[src/rtl/pipelined_segment_adder.sv]
// Segmented add/subtract pipeline: one SEG_WIDTH slice per stage, carry registered
// between stages, valid/ready handshake with a single global advance.

module seg_add #(
  parameter int SW = 32
) (
  input  logic [SW-1:0] a,
  input  logic [SW-1:0] b,
  input  logic          cin,
  output logic [SW-1:0] sum,
  output logic          carry
);
  assign {carry, sum} = {1'b0, a} + {1'b0, b} + {{SW{1'b0}}, cin};
endmodule

module pipelined_segment_adder #(
  parameter int WIDTH     = 64,
  parameter int SEG_WIDTH = 32
) (
  input  logic             clk,
  input  logic             rst,
  input  logic             in_valid,
  output logic             in_ready,
  input  logic [WIDTH-1:0] A,
  input  logic [WIDTH-1:0] B,
  input  logic             c0,
  input  logic             sub,
  output logic             out_valid,
  input  logic             out_ready,
  output logic [WIDTH-1:0] output1,
  output logic             cout,
  output logic             overflow,
  output logic             zero
);
  localparam int SW   = SEG_WIDTH;
  localparam int NSEG = WIDTH / SEG_WIDTH;

  logic             adv;
  logic [NSEG-1:0]  vld_pipe;
  logic [WIDTH-1:0] b_ent;
  logic             c_ent;
  logic [WIDTH-1:0] res_nx;
  logic             cout_nx;
  logic             ovf_nx;
  logic             last_vld;

  // Whole pipe moves as one; only a stalled valid result can freeze it.
  assign adv       = ~out_valid | out_ready;
  assign in_ready  = adv;
  assign out_valid = vld_pipe[NSEG-1];
  assign b_ent     = sub ? ~B : B;
  assign c_ent     = sub | c0;

  always_ff @(posedge clk) begin
    if (rst) begin
      vld_pipe <= '0;
    end else if (adv) begin
      vld_pipe[0] <= in_valid;
      for (int k = 1; k < NSEG; k++) vld_pipe[k] <= vld_pipe[k-1];
    end
  end

  for (genvar k = 0; k < NSEG; k++) begin : g_stage
    // Remaining operand bits still to be added, starting at segment k.
    localparam int REM = WIDTH - k*SW;

    logic [REM-1:0]        src_a;
    logic [REM-1:0]        src_b;
    logic                  src_c;
    logic                  src_vld;
    logic [SW-1:0]         seg_s;
    logic                  seg_c;
    logic [(k+1)*SW-1:0]   done;

    if (k == 0) begin : g_entry
      assign src_a   = A;
      assign src_b   = b_ent;
      assign src_c   = c_ent;
      assign src_vld = in_valid;
      assign done    = seg_s;
    end else begin : g_chain
      assign src_a   = g_stage[k-1].g_mid.a_q;
      assign src_b   = g_stage[k-1].g_mid.b_q;
      assign src_c   = g_stage[k-1].g_mid.c_q;
      assign src_vld = vld_pipe[k-1];
      assign done    = {seg_s, g_stage[k-1].g_mid.sum_q};
    end

    seg_add #(.SW(SW)) u_add (
      .a     (src_a[SW-1:0]),
      .b     (src_b[SW-1:0]),
      .cin   (src_c),
      .sum   (seg_s),
      .carry (seg_c)
    );

    if (k < NSEG-1) begin : g_mid
      logic [REM-SW-1:0]   a_q;
      logic [REM-SW-1:0]   b_q;
      logic [(k+1)*SW-1:0] sum_q;
      logic                c_q;

      always_ff @(posedge clk) begin
        if (rst) begin
          a_q   <= '0;
          b_q   <= '0;
          sum_q <= '0;
          c_q   <= 1'b0;
        end else if (adv & src_vld) begin
          a_q   <= src_a[REM-1:SW];
          b_q   <= src_b[REM-1:SW];
          sum_q <= done;
          c_q   <= seg_c;
        end
      end
    end else begin : g_last
      assign res_nx   = done;
      assign cout_nx  = seg_c;
      assign last_vld = src_vld;
      // src_b already carries the subtract inversion, so this is the b' sign.
      assign ovf_nx   = (src_a[SW-1] == src_b[SW-1]) & (seg_s[SW-1] != src_a[SW-1]);
    end
  end

  always_ff @(posedge clk) begin
    if (rst) begin
      output1  <= '0;
      cout     <= 1'b0;
      overflow <= 1'b0;
      zero     <= 1'b0;
    end else if (adv & last_vld) begin
      output1  <= res_nx;
      cout     <= cout_nx;
      overflow <= ovf_nx;
      zero     <= ~|res_nx;
    end
  end

endmodule

[config.mk]
export PLATFORM = sky130hd
export DESIGN_NAME = pipelined_segment_adder
export DESIGN_NICKNAME = d
export VERILOG_FILES = /design/src/rtl/pipelined_segment_adder.sv
export SDC_FILE = /design/constraint.sdc
export NUM_CORES = 1
export LEC_CHECK = 0
export BUFFER_PORTS_ARGS = -buffer_cell sky130_fd_sc_hd__buf_2
export CAP_MARGIN = 30
export CELL_PAD_IN_SITES_DETAIL_PLACEMENT = 1
export CELL_PAD_IN_SITES_GLOBAL_PLACEMENT = 2
export CORE_MARGIN = 2
export CORE_UTILIZATION = 34
export CTS_CLUSTER_DIAMETER = 120
export DETAILED_ROUTE_END_ITERATION = 8
export HOLD_SLACK_MARGIN = 0.12
export PLACE_DENSITY_LB_ADDON = 0.1
export SYNTH_ARGS = -nofsm -noshare
export SYNTH_HDL_FRONTEND = slang
export SYNTH_SLANG_ARGS = --single-unit
[constraint.sdc]
create_clock -name clk -period 6.8 [get_ports clk]
set_input_delay 0.68 -clock clk [delete_from_list [all_inputs] [get_ports clk]]
set_output_delay 0.68 -clock clk [all_outputs]
set_load 0.03 [all_outputs]
==> results of run 1 <==
==> metal layers <==
layer | track usage, % | part of all wire, %
met5 | 0 | 0
met3 | 3.14 | 3.7
met4 | 3.50 | 0.73
met2 | 27.9 | 39
met1 | 33.1 | 57
==> worst max-delay path, stage by stage, from the launching register on <==
cell	delay, ns
dfxtp_1	0.33
fa_1	0.46
fa_1	0.46
a211oi_4	0.35
o21ai_2	0.13
a211oi_2	0.52
o31ai_1	0.20
xnor2_1	0.42
nand3_4	0.09
or4_1	0.50
nor4_2	0.18
nand4_1	0.15
o21ai_1	0.14
==> cell type report <==
| type | count | area share (%) |
|---|---|---|
| diodes | 1 | 0.0217 |
| clock buffers | 19 | 3.83 |
| clock inverters | 13 | 0.975 |
| inverters | 14 | 0.455 |
| multi-input cells | 981 | 52.6 |
| flip-flops and latches | 166 | 28.8 |
| well taps | 378 | 4.09 |
| repair buffers | 208 | 9.29 |
==> cells in the mapped netlist (2+ instances only) <==
| cell | n | area, sq um |
|---|---|---|
| a21oi_1 | 176 | 881 |
| nand4_1 | 11 | 68.8 |
| nor4b_1 | 2 | 17.5 |
| xnor2_1 | 64 | 561 |
| nand3_1 | 13 | 65.1 |
| o21ai_2 | 2 | 17.5 |
| dfxtp_1 | 166 | 3320 |
| nand2b_1 | 8 | 50.1 |
| clkbuf_1 | 59 | 221 |
| a21o_1 | 26 | 195 |
| o21a_1 | 9 | 67.6 |
| nand2_1 | 248 | 931 |
| xor2_1 | 50 | 438 |
| nor2_1 | 89 | 334 |
| nor2b_1 | 7 | 43.8 |
| and2_1 | 9 | 56.3 |
| o21ai_1 | 9 | 45.0 |
| o31ai_1 | 6 | 45.0 |
| or2_2 | 2 | 12.5 |
| o31a_1 | 2 | 17.5 |
| o211ai_1 | 9 | 67.6 |
| o21ai_0 | 31 | 155 |
| a31oi_1 | 8 | 50.1 |
| a211o_1 | 4 | 35.0 |
| a41oi_1 | 3 | 26.3 |
| nor4_1 | 11 | 68.8 |
| o311ai_0 | 3 | 26.3 |
| fa_1 | 4 | 80.1 |
| nor3_1 | 13 | 65.1 |
| buf_1 | 10 | 37.5 |
| or3_2 | 2 | 15.0 |
| a311oi_1 | 4 | 35.0 |
| mux2i_1 | 3 | 30.0 |
| inv_1 | 14 | 52.6 |
| or4_1 | 3 | 22.5 |
| a211oi_1 | 42 | 315 |
| a22oi_1 | 2 | 15.0 |
| and3_1 | 11 | 68.8 |
| ha_1 | 62 | 776 |
| o21bai_1 | 6 | 45.0 |
==> power by group through the flow <==
stage	registers, mW	logic [mW]	clock network [mW]
floorplan	1.14	0.494	0
global placement	1.13	0.747	0
detailed placement	1.13	0.755	0
CTS	1.11	0.758	0.968
global route	1.12	0.839	1.01
finish	1.11	0.756	0.941
==> cell families after synthesis <==
group           Yosys count
fa+ha+maj                66
buf+inv                  86
compound gates          361
xor+xnor                114
mux                       3
flops                   166
simple gates            437
==> path summary, 6_finish.rpt <==
| path | startpoint | endpoint | slack (ns) | cells past startpoint |
|---|---|---|---|---|
| max | g_stage[0].g_mid.a_q[0] | zero | 2.81 | 12 |
| min | output1[54] | output1[54] | 0.45 | 2 |
| max reg2reg | g_stage[0].g_mid.a_q[0] | zero | 2.81 | 12 |
| min reg2reg | output1[54] | output1[54] | 0.45 | 2 |
==> flip-flops by register name, summed over array words and instances (netlist names) <==
name                 cells
g_stage.g_mid.a_q       32
overflow                 1
zero                     1
vld_pipe                 2
g_stage.g_mid.sum_q     32
output1                 64
g_stage.g_mid.b_q       32
g_stage.g_mid.c_q        1
cout                     1
==> metrics by stage <==
step,total power [mW],std cells
final,2.80,1780
after global routing,2.96,1780
after CTS,2.83,1779
after detailed placement,1.88,1747
after global placement,1.88,1746
after floorplan,1.63,1233
==> results_dict.tcl, run 1 <==
set metrics [dict create \
    totalNegativeSetupSlack_ns 0 \
    most-common-layout-cells "nand2_1 (246), buf_2 (200), a21oi_1 (176)" \
    io_pins 203 \
    combined_area_of_the_multi_input_logic_cells_sq_um 6070 \
    vias_per_cell 5.11 \
    start_util_pct 34.8 \
    remaining_drcs 0 \
    final_layout_size_suffix_gt1_share_pct 18.9 \
    finalClockSkew_ns 0.0125 \
    final_routed_wire_length_divided_by_cell_count_um 17.5 \
    slew_headroom_pct 35.2 \
    timing.final.max_slew_violations 0 \
    antenna_left 0 \
    synth_top_family_by_area "compound AO/OA/AOI/OAI gates" \
    synth_seq_cells 166 \
    final.period_utilization_pct 58.6 \
    fin_crit_ns 3.99 \
    grt_first_pass_wirelength_mm 49.5 \
    num-nets-final 1588 \
    timing.hold.ws_ns 0.452 \
    stdcell_area_sq_um 11600 \
    peak_supply_drop_mv 0.172 \
    maxClockFrequency_mhz 251 \
    gp_congestion 0.865 \
    worst_setup_path_end_kind "register" \
    worst_pin_slew_ns 0.972 \
    async_flop_share_pct 0 \
    drv.max_cap_violation_count 0 \
    buffer_ports.inserted 202 \
    grt_util_all_layers_pct 20.4 \
    timing.final.ws_setup_ns 2.81 \
    cts_tree "done" \
    power.share.combinational_pct 27.0 \
    post_synth_edffs 0 \
    syn2layout_area_growth_pct 18.8 \
    power.share.switching_pct 34.9 \
    setup.worst_path.start_class "register" \
    drtPass1Iterations 5 \
    pre_cts_ws_ns 2.73 \
    layout.cells.most_common "nand2_1" \
    fillerInstances 3483 \
    power_density_nw_per_um2 243 \
    post_synth_fa_ha_maj_area_fraction_pct 8.80 \
    wl_mm 31.2 \
    sequential_fraction_of_the_synthesis_area_pct 34.2 \
    syn-cell-area_sq_um 9720 \
    grt_setup_unrepaired "no" \
    worst_path_max_fanout 8 \
    number_of_antenna_violations_at_the_first_check_in_global_routing 1 \
    syn-num-nets 1433 \
    min_path_type "register to register" \
    netSwitchingPower_uw 980 \
    grt_max_degree 85 \
    crit_arrival_ns 4.34 \
    status "finished, final reports clean" \
    worst_ep_required_time_ns 7.16 \
    setup_viol 0 \
    cts.repair_timing.setup_buffer_count 0 \
    ff_latch_area_sq_um 3320 \
    clockBufferDepth 2 \
    post_synth_and_or_nand_nor_area_fraction_pct 19.5 \
    placed_cell_area_sq_um 11000 \
    core.rowCount 61 \
    place.detailed.hpwl_mm 23.9 \
    share_seq_of_total_power_pct 39.5 \
    power_frac_clock_pct 33.5 \
    detailroute.via_count 9097 \
    clk_latency_ns 0.43 \
    grt_overflow 0 \
    share_of_the_core_filled_with_cells_pct 41.4 \
    ys.warnings.count 0 \
    mux_contribution_to_synthesized_area_pct 0.309 \
    final_report_hold_violation_count 0 \
    clock_sink_count 166 \
    cts_repair_resize_count 0 \
    p_leak_nw 4.98 \
    leading_register_cell_type_out_of_synthesis "dfxtp_1" \
    tritoncts.num_buffers 17 \
    syn-mean-instance-area_sq_um 7.88 \
    type_of_the_worst_setup_path "register to register" \
    hold_buffers 0 \
    ys_types 70 \
    p_int_mw 1.83 \
    post_synth_xor_area_fraction_pct 10.3 \
    die-width_um 173 \
    floorplan.core_area_sq_um 27900 \
    floorplan.die.height_um 173 \
    number_of_global_route_vias_before_repair 8859 \
    clk_pin_slew_ns 0.07 \
    clockRootBuffer "clkbuf_16" \
    netlist_instances 1233 \
    synth_compound_gate_area_share_pct 23.4 \
    die_area_sq_um 30000 \
    drt_iter0_drc 455 \
    htree_num_levels 4 \
]
(Power assumes the default switching activity.)
==> run 2, diff against run 1 <==
- ABC_AREA: default -> 1
- CORE_UTILIZATION: 34 -> 27
- clock period: 6.8 -> 3.2 ns (I/O delays scaled with it)
==> run 2 against run 1 <==
Compared with the run above:
- utilization shrank 8.1 points
- largest cell class unchanged
- worst setup slack worse by 2.4 ns
- count of clock-buffer cells in the layout rose by 1
- area after synthesis grew 11%
- design area is 14% higher
- power increased by 130%
- worst hold slack got worse by 0.32 ns
- flip-flop and latch count unchanged
- critical path type unchanged
==> results_dict.tcl, run 2 <==
set metrics [dict create \
    syn-cell-area_sq_um 10800 \
    die_area_sq_um 41700 \
    fin_cells 2396 \
    crit_path_max_incr_delay_ns 0.51 \
    ys_top_cells_by_count "nand2_1 (341), inv_1 (250), nor2_1 (201)" \
    critPathSlowestCell "fa_1" \
    final_report_hold_violation_count 0 \
    detailroute.via_count 11041 \
    grt_max_degree 79 \
    worst_path_max_fanout 4 \
    clk_pin_slew_ns 0.07 \
    reg2reg_from "g_stage[0].g_mid.a_q[0]" \
    registers.top_by_ff_count "output1" \
    peak_supply_drop_mv 0.262 \
    floorplan.die.height_um 204 \
    finalClockSkew_ns 0.0145 \
    placed_cell_area_sq_um 12400 \
    netlist_instances 1669 \
    leading_register_cell_type_out_of_synthesis "dfxtp_1" \
    hold_path_end "g_stage[0].g_mid.a_q[22]" \
    ff2ff_path_depth 13 \
    hold_path.startpoint "A[54]" \
    grt_first_pass_wirelength_mm 64.8 \
    final.period_utilization_pct 88.3 \
    die-width_um 204 \
    power_density_nw_per_um2 495 \
    synth_largest_type_area_fraction_pct 30.7 \
    type_of_the_worst_setup_path "register to register" \
    top_delay_family_on_crit_path "simple AND/OR/NAND/NOR gates" \
    final_layout_size_suffix_gt1_share_pct 15.1 \
    post_synth_edffs 0 \
    syn-mean-instance-area_sq_um 6.49 \
    grt_setup_unrepaired "no" \
    grt_overflow 0 \
    grt.met1_usage_pct 24.2 \
    gp_congestion 0.842 \
    worst_ep_required_time_ns 3.59 \
    grtUsageMet2_pct 37.4 \
    most-common-layout-cells "nand2_1 (340), inv_1 (248), nor2_1 (201), buf_2 (201), dfxtp_1 (166)" \
    ys_types 32 \
    io_pins 203 \
    syn2layout_area_growth_pct 21.6 \
    largest_register_ffs 64 \
    rr_endpoint "zero" \
    cp.buffers_inverters 0 \
    setup_viol 0 \
    async_flop_share_pct 0 \
    setup.worst_path.start_class "register" \
    ys.warnings.count 0 \
    crit_arrival_ns 3.21 \
    vias_per_cell 4.61 \
    cts_tree "done" \
    sequential_fraction_of_the_synthesis_area_pct 30.7 \
    final_routed_wire_length_divided_by_cell_count_um 17.2 \
    number_of_global_route_vias_before_repair 11750 \
    drv.max_cap_violation_count 0 \
    fin_crit_ns 2.83 \
    post_synth_main_area_contributors "dfxtp_1 (31%), nand2_1 (12%), inv_1 (8.7%)" \
    num-nets-final 2058 \
    slew_headroom_pct 40.1 \
    timing.final.max_slew_violations 0 \
    place_inst 2351 \
    p_leak_nw 6.80 \
    crit_path_cell_chain "fa_1 > fa_1 > nand3_1 > nand3_2 > nand2_1 > nand3b_1 > nand2_1 > nand2_1 > nor3_1 > nand3_1 > nor2_1 > nand3_1 > a21oi_1" \
    start_util_pct 27.3 \
    clock_sink_count 166 \
    cts.repair_timing.setup_buffer_count 0 \
    synth_seq_cells 166 \
    clockRootBuffer "clkbuf_16" \
    maxClockFrequency_mhz 354 \
    stdcell_area_sq_um 13200 \
    met3_usage_pct 2.84 \
    hold_buffers 13 \
    floorplan.core_area_sq_um 39600 \
    min_path_type "primary input to register" \
    grt_util_all_layers_pct 20.2 \
    cts_repair_resize_count 0 \
    core.rowCount 73 \
    fillerInstances 5167 \
    clk_latency_ns 0.46 \
    yosys.cell_count.top_type "nand2_1" \
    drtPass1Iterations 4 \
    syn-num-nets 1869 \
    totalNegativeSetupSlack_ns 0 \
    hold_path_depth 3 \
    layout.cells.most_common "nand2_1" \
    top_usage_layer "met2" \
    place.detailed.hpwl_mm 33.2 \
    number_of_antenna_violations_at_the_first_check_in_global_routing 0 \
    htree_num_levels 4 \
    remaining_drcs 0 \
    worst_pin_slew_ns 0.898 \
    clockBufferDepth 2 \
    r2r_slack_ns 0.37 \
    yosys.area.top_type "dfxtp_1" \
    antenna_left 0 \
    worst_setup_path_end_kind "register" \
    status "finished, final reports clean" \
    drt_iter0_drc 406 \
    diodes 0 \
    wl_mm 41.3 \
    tritoncts.num_buffers 17 \
    share_of_the_core_filled_with_cells_pct 33.2 \
    buffer_ports.inserted 202 \
]
[run 2: how the worst max path moves through the flow]
stage / startpoint / endpoint / slack, ns / depth (start not counted)
after floorplan: sub / g_stage[0].g_mid.sum_q[22] / 0.17 / 17
after global placement: sub / g_stage[0].g_mid.sum_q[28] / 0.24 / 16
after detailed placement: sub / g_stage[0].g_mid.sum_q[22] / 0.21 / 16
after CTS: g_stage[0].g_mid.c_q / zero / 0.34 / 13
after global routing: g_stage[0].g_mid.a_q[0] / zero / 0.17 / 13
final: g_stage[0].g_mid.a_q[0] / zero / 0.37 / 13
[run 2: cell type report]
| type | instances | area, sq um | share of cell area [%] |
|---|---|---|---|
| Clock buffer | 20 | 467 | 3.54 |
| Clock inverter | 12 | 144 | 1.09 |
| Timing Repair Buffer | 229 | 1300 | 9.86 |
| Sequential cell | 166 | 3320 | 25.2 |
| Multi-Input combinational cell | 1185 | 6310 | 47.9 |
| Inverter | 259 | 976 | 7.41 |
| Tap cell | 525 | 657 | 4.99 |
[run 2: cells by family after synthesis]
family | count (synthesis) | synth area share, %
buffers and inverters | 318 | 11.1
AO/OA/AOI/OAI | 361 | 17.7
XOR/XNOR | 88 | 7.12
flip-flops | 166 | 30.7
AND/OR/NAND/NOR | 670 | 25.5
adder cells (fa/ha/maj) | 66 | 7.90
[run 2: worst min-delay path: stages]
cell     delay, ns
buf_2         0.07
o21ai_0       0.08
nor2_1        0.08
[run 2: routing by layer]
layer  part of all wire, %  vias to the layer above
met5                     0                        -
met4                   1.5                        0
met3                   2.9                       32
met2                    51                      145
met1                    44                     5174
li1                      -                     5690
[run 2: through the flow]
stage | setup WS (ns) | hold slack [ns] | total power [mW]
after floorplan | 0.168 | 0.440 | 3.68
after global placement | 0.238 | 0.456 | 4.38
after detailed placement | 0.207 | 0.462 | 4.38
after CTS | 0.338 | 0.123 | 6.64
after global routing | 0.172 | 0.146 | 6.95
final | 0.375 | 0.136 | 6.53
[run 2: report_power, final]
part	internal, mW	switching [mW]
registers	2.25	0.104
logic	0.661	1.30
clock network	1.22	0.988
